--- src/rtl/enc_telemetry_sched.sv ---
// enc_telemetry_sched: snapshots all encoder channels on each report tick and streams them as one XOR-checksummed byte frame
module enc_telemetry_sched #(
  parameter int SYSCLK_FREQ    = 100_000_000,
  parameter int REPORT_HZ      = 50,
  parameter int NUM_ENC        = 4,
  parameter int ENC_COUNT_SIZE = 13,
  parameter int TICK_DIV       = SYSCLK_FREQ / REPORT_HZ
) (
  input  logic                              sclk,
  input  logic                              rstn,
  input  logic                              enable,
  input  logic [NUM_ENC*ENC_COUNT_SIZE-1:0] encCount,
  input  logic [NUM_ENC*16-1:0]             pcSpeed,
  input  logic [NUM_ENC*16-1:0]             ptSpeed,
  input  logic                              uartReady,
  output logic                              dataReady,
  output logic [7:0]                        outByte,
  output logic                              frameActive,
  output logic [7:0]                        dropCount
);
  localparam int CW = $clog2(TICK_DIV);
  localparam logic [CW-1:0] TOP = CW'(TICK_DIV - 1);
  localparam logic [3:0] LAST = 4'(NUM_ENC - 1);
  typedef enum logic [2:0] {IDLE, HDR, CHID, DATA, CSUM} state_t;
  state_t state, state_n;
  logic [CW-1:0] cnt;
  logic [3:0] chan;
  logic [2:0] idx;
  logic [7:0] csum;
  logic [NUM_ENC*48-1:0] snap;
  logic [47:0] cur;
  logic [7:0] data_byte;
  logic tick, xfer, accept;
  // a tick coinciding with the CSUM transfer starts the next frame instead of being dropped
  always_comb begin
    tick = cnt == TOP && enable;
    xfer = dataReady && uartReady;
    accept = tick && (state == IDLE || (state == CSUM && xfer));
    cur = '0;
    for (int i = 0; i < NUM_ENC; i++) if (chan == 4'(i)) cur = snap[i*48 +: 48];
    data_byte = '0;
    for (int j = 0; j < 6; j++) if (idx == 3'(j)) data_byte = cur[(5-j)*8 +: 8];
    dataReady = state != IDLE;
    frameActive = state != IDLE;
    outByte = state == HDR  ? 8'hA5 :
              state == CHID ? {4'h0, chan} :
              state == DATA ? data_byte :
              state == CSUM ? csum : 8'h00;
    state_n = state;
    case (state)
      IDLE:    state_n = accept ? HDR : IDLE;
      HDR:     state_n = xfer ? CHID : HDR;
      CHID:    state_n = xfer ? DATA : CHID;
      DATA:    state_n = xfer && idx == 3'd5 ? (chan == LAST ? CSUM : CHID) : DATA;
      CSUM:    state_n = xfer ? (accept ? HDR : IDLE) : CSUM;
      default: state_n = IDLE;
    endcase
  end
  always_ff @(posedge sclk) begin
    if (!rstn) begin
      state <= IDLE;
      cnt <= '0;
      chan <= '0;
      idx <= '0;
      csum <= '0;
      dropCount <= '0;
    end else begin
      state <= state_n;
      cnt <= !enable || cnt == TOP ? '0 : cnt + 1'b1;
      if (tick && !accept && dropCount != 8'hFF) dropCount <= dropCount + 8'd1;
      if (accept) begin
        chan <= '0;
        idx <= '0;
        csum <= '0;
        for (int i = 0; i < NUM_ENC; i++)
          snap[i*48 +: 48] <= {16'(encCount[i*ENC_COUNT_SIZE +: ENC_COUNT_SIZE]), pcSpeed[i*16 +: 16], ptSpeed[i*16 +: 16]};
      end else if (xfer) begin
        csum <= csum ^ outByte;
        if (state == CHID) idx <= '0;
        if (state == DATA) begin
          idx <= idx + 3'd1;
          if (idx == 3'd5) chan <= chan + 4'd1;
        end
      end
    end
  end
endmodule

--- config.mk ---
export PLATFORM = sky130hd
export DESIGN_NAME = enc_telemetry_sched
export DESIGN_NICKNAME = d
export VERILOG_FILES = /design/src/rtl/enc_telemetry_sched.sv
export SDC_FILE = /design/constraint.sdc
export NUM_CORES = 1
export LEC_CHECK = 0
export BUFFER_PORTS_ARGS = -buffer_cell sky130_fd_sc_hd__buf_2
export CAP_MARGIN = 20
export CELL_PAD_IN_SITES_DETAIL_PLACEMENT = 0
export CELL_PAD_IN_SITES_GLOBAL_PLACEMENT = 1
export CORE_MARGIN = 1
export CORE_UTILIZATION = 47
export CTS_CLUSTER_SIZE = 14
export DETAILED_ROUTE_END_ITERATION = 12
export PLACE_DENSITY = 0.9
export SLEW_MARGIN = 20
export SYNTH_ARGS = -nofsm -noshare
export SYNTH_HDL_FRONTEND = slang
export SYNTH_SLANG_ARGS = --single-unit
--- constraint.sdc ---
create_clock -name sclk -period 14.7 [get_ports sclk]
set_input_delay 1.47 -clock sclk [delete_from_list [all_inputs] [get_ports sclk]]
set_output_delay 1.47 -clock sclk [all_outputs]
set_load 0.01 [all_outputs]
# Word level (Yosys, flattened, before mapping)
# Index checks and enable logic that the tools add are counted.
[classes]
add_sub_neg = 4
eq_ne = 14
mux = 23
n_reduce_logical = 21
bitwise_logic = 2
[ops]
columns = ["operator", "count"]
rows = [
  ["$mux 48", 3],
  ["$mux 8", 10],
  ["$mux 45", 1],
  ["$add 21x1->21 const B", 1],
  ["$eq 21x21->1 const B", 1],
  ["$mux 3", 5],
  ["$pmux 3 s5", 1],
  ["$eq 3x2->1 const B", 4],
  ["$eq 3x3->1 const B", 3],
  ["$add 8x1->8 const B", 1],
  ["$eq 4x2->1 const B", 2],
  ["$ne 8x8->1 const B", 1],
  ["$xor 8x8->8", 1],
  ["$logic_and 1x1->1", 7],
  ["$eq 3x1->1 const B", 2],
  ["$logic_not 3->1", 2],
  ["$add 4x1->4 const B", 1],
  ["$eq 4x1->1 const B", 1],
  ["$logic_not 4->1", 1],
  ["$reduce_and 2->1", 2],
  ["$reduce_or 2->1", 2],
  ["$add 3x1->3 const B", 1],
  ["$reduce_and 3->1", 1],
  ["$reduce_bool 3->1", 1],
  ["6 further kinds", 9],
]
[word_totals]
output_inout_bits = 18
inputBits = 184
reg_bits = 227

# Depth between registers and ports, before layout
[depth]
word_depth = 15
ltp_mapped = 12

# Worst setup path after synthesis
# OpenSTA, ideal clock, no wires.
[synth_path]
kind = "input to register"
startpoint = "in uartReady"
endpoint = "reg snap[0], enable pin"
arrival_ns = 5.931
setup_ns = 0.562
path_slack_ns = 8.206
stages = 4
path_cell_list = "nand2b_1 -> nand3_1 -> nor2_1 -> and2_1"
[synth_between]
elab_chain_len = 5
[synth_lines]
columns = ["element", "line", "text"]
rows = [
  ["start, declared", "15", "input logic uartReady,"],
  ["$logic_and 1x1->1", "37", "xfer = dataReady && uartReady;"],
  ["$logic_and 1x1->1", "38", "accept = tick && (state == IDLE || (state == CSUM && xfer));"],
  ["$logic_or 1x1->1", "38", ""],
  ["$logic_and 1x1->1", "38", ""],
  ["$reduce_and 2->1 (no source line)", "--", ""],
  ["end signal, assigned by index", "76", "snap[i*48 +: 48] <= {16'(encCount[i*ENC_COUNT_SIZE +: ENC_COUNT_SIZE]), pcSpeed[i*16 +: 16], ptSpeed[i*16 +: 1 ..."],
  ["end, declared", "30", "logic [NUM_ENC*48-1:0] snap;"],
]
# No other way between the ends.
# A chain may end at the register's enable or synchronous reset.

# Final worst setup path
[layout_path]
startpoint = "reg chan[0]"
endpoint = "out outByte[2]"
[layout_between]
elab_chain_len = 14
word_cells_on_any_way = 17
classes_between = "eq/ne (3); mux (13); reduce/logical (1)"
[layout_lines]
columns = ["element", "line", "text"]
rows = [
  ["start, declared", "27", "logic [3:0] chan;"],
  ["start signal, assigned", "82", "if (idx == 3'd5) chan <= chan + 4'd1;"],
  ["$logic_not 4->1", "40", "for (int i = 0; i < NUM_ENC; i++) if (chan == 4'(i)) cur = snap[i*48 +: 48];"],
  ["$mux 45", "40", ""],
  ["$mux 48 (2 in a row)", "40", ""],
  ["$mux 48 (*)", "40", ""],
  ["$mux 8 (5 in a row)", "42", "for (int j = 0; j < 6; j++) if (idx == 3'(j)) data_byte = cur[(5-j)*8 +: 8];"],
  ["$mux 8 (*)", "42", ""],
  ["$mux 8 (*)", "47", "state == DATA ? data_byte :"],
  ["$mux 8 (*)", "46", "state == CHID ? {4'h0, chan} :"],
  ["$mux 8 (*)", "45", "outByte = state == HDR ? 8'hA5 :"],
  ["end, declared", "17", "output logic [7:0] outByte,"],
]
# Every way passes the cells marked *; elsewhere a longest branch is shown, timed or not.

==> results.toml <==
[outcome]
outcome = "finished, final reports clean"

[global_routing]
grt_pass1_vias = 7042
grt_pass1_wl_mm = 38.3
grt_max_degree = 91
met3_usage_pct = 4.38
track_usage_pct = 23.1
antenna_found_initial = 0
top_usage_layer = "met2"
met2_usage_pct = 38.3
grt_overflow = 0
grtUsageMet1_pct = 31.0

[final_layout]
finalNonFillerCells = 1292
syn_to_final_growth_pct = 19.7
mostFrequentLayoutCell = "buf_2"
nFillCells = 1700
final_cell_mix = "buf_2 (201), edfxtp_1 (180), nand2_1 (71), a21oi_1 (59), dfxtp_1 (47)"
antenna_cells = 0
stdcell_area_sq_mm = 0.0119
drive_gt1_share_pct = 24.7
final_nets = 1198

[power]
power.density_cell_area_mw_per_mm2 = 111
p_leak_nw = 4.45
peakVddDrop_v = 0.0000955

[routing]
vias_per_cell = 5.67
initialDrtViolationCount = 486
first_pass_iters = 7
vias = 7325
drc = 0
detail-route-antenna-nets = 0
wl_per_cell_um = 19.4
routed_wl_mm = 25.1

[cts]
cts_tree = "done"
htreeDepth = 1
cts_hold_buf = 0
clkTransAtPathRegs_ns = 0.06
post_cts.repair.setup_buffers = 0
ctsResizeCount = 0
cts_made_buffers = 25
cts.sinks = 227
insertion_delay_ns = 0.54
clk_path_buf_depth = 3
cts_root_buf = "clkbuf_16"

[yosys]
yosysSeqAreaShare_pct = 63.8
synth_ff_type = "edfxtp_1"
syn-cell-area_sq_mm = 0.00995
synth_area_per_cell_sq_um = 12.1
async_flop_share_pct = 0
netlist_instances = 820
synth_edf_count = 180
ys_ff_latch = 227
yosys.cell_types.count = 69
yosys_warnings = 0
synth.net_count = 1015

[critical_path]
regToRegStartpoint = "chan[0]"
r2r_cells = 7
critPathArrivalTime_ns = 3.68
timing.reg2reg.setup_slack_ns = 11.17
critPathMaxFanout = 24
worstSetupStartpoint = "chan[0]"
start_kind = "flip-flop"
critical_path_class = "flip-flop to output pin"
critPathCaptureType = "output pin"
critPathRequiredTime_ns = 13.23
r2r_end = "csum[2]"

[floorplan]
start_util_pct = 48.6
design.core.area_sq_mm = 0.0205
ios = 202
die_h_um = 148
num_rows = 52
die_x_um = 148
dieArea_sq_mm = 0.0218

[timing]
layout_worst_path_cycle_share_pct = 35.1
rsz0062_at_grt = "no"
slew_headroom_pct = 31.7
setup_viol = 0
fmax_mhz = 194
clock_skew_ns = 0.0242
worst_slew_pin_slew_ns = 1.01
finalMaxSlewViolations = 0
timing.final.crit_period_ns = 5.15
final-hold-violation-count = 0
tns_ns = 0

[placement]
port_buffers = 201
dp_cells = 1245
gp_congestion = 0.852
place_area_sq_mm = 0.0111
hpwl_mm = 17.5

[worst_hold_path]
hold_end = "cnt[0]"
hold_start = "cnt[0]"
hold-path-cell-count = 1
hold_class = "flip-flop to flip-flop"

[flow_run]
max-cap-violations = 0
==> registers in the layout (all words and copies together) (netlist names) <==
name	count
chan	4
state	3
cnt	21
dropCount	8
csum	8
snap	180
idx	3
==> worst max-delay path, stage by stage, from the launching register on <==
cell and delay [ns]:
dfxtp_1 0.43, ha_1 0.79, nor3b_4 0.52, buf_6 0.26, a221oi_1 0.11, or4_1 0.60
o21ai_1 0.25, buf_2 0.18
==> layer usage <==
layer	wire, um	up-vias
met5	0	-
met4	631	0
met3	1600	39
met2	12100	285
met1	10800	3527
li1	-	3474
==> worst max path at each step <==
stage                     cells after the start          to  slack (ns)
after floorplan                               4     snap[0]        8.21
after global placement                        6  outByte[2]        9.78
after detailed placement                      6  outByte[2]        9.67
after CTS                                     6  outByte[2]        9.12
after global routing                          7  outByte[2]        9.39
final                                         7  outByte[2]        9.55
==> Yosys cell counts (all sizes together), types with 9 or more instances <==
library cell | n | area [sq um]
a21o | 14 | 105
a21oi | 59 | 295
a221oi | 17 | 149
a31oi | 11 | 68.8
and2 | 12 | 75.1
buf | 11 | 55.1
clkbuf | 40 | 150
dfxtp | 47 | 941
edfxtp | 180 | 5410
ha | 11 | 138
inv | 23 | 86.3
nand2 | 71 | 267
nand2b | 9 | 56.3
nand3 | 15 | 75.1
nand3b | 16 | 120
nand4 | 9 | 56.3
nor2 | 44 | 165
nor2b | 18 | 113
o21a | 11 | 82.6
o21ai | 40 | 200
xnor2 | 11 | 96.3
xor2 | 17 | 149
==> metrics by stage <==
step	power (mW)	utilization [%]	hold WS, ns	worst slack [ns]
2_1_floorplan	0.718	-	0.418	8.21
3_3_place_gp	0.749	54.3	0.430	9.78
3_5_place_dp	0.749	54.3	0.437	9.67
4_1_cts	1.33	58.1	0.451	9.12
5_1_grt	1.36	58.1	0.470	9.39
6_report	1.32	58.1	0.447	9.55
==> power breakdown <==
part | internal (mW) | total, mW | leakage (nW) | switching [mW]
registers | 0.693 | 0.695 | 2.00 | 0.00213
clock network | 0.332 | 0.588 | 0.373 | 0.256
logic | 0.0216 | 0.0405 | 2.08 | 0.0189
total | 1.05 | 1.32 | 4.45 | 0.277
==> cell type report <==
cell class              instances  area (sq um)  share of cell area (%)
well taps                     270           338                    2.84
clock inverters                16           119                   0.998
multi-input cells             519          3320                    27.9
repair buffers                207          1060                    8.88
clock buffers                  30           644                    5.41
flip-flops and latches        227          6350                    53.3
inverters                      23          86.3                   0.725
==> cells by family after synthesis <==
kind of cell             share of synthesized area (%)
AND/OR/NAND/NOR                                   14.7
flip-flops                                        63.8
AO/OA/AOI/OAI                                     14.7
buffers and inverters                             2.93
XOR/XNOR                                          2.46
adder cells (fa/ha/maj)                           1.38
multiplexers                                     0.101
Power figures use the tool's default switching activity.
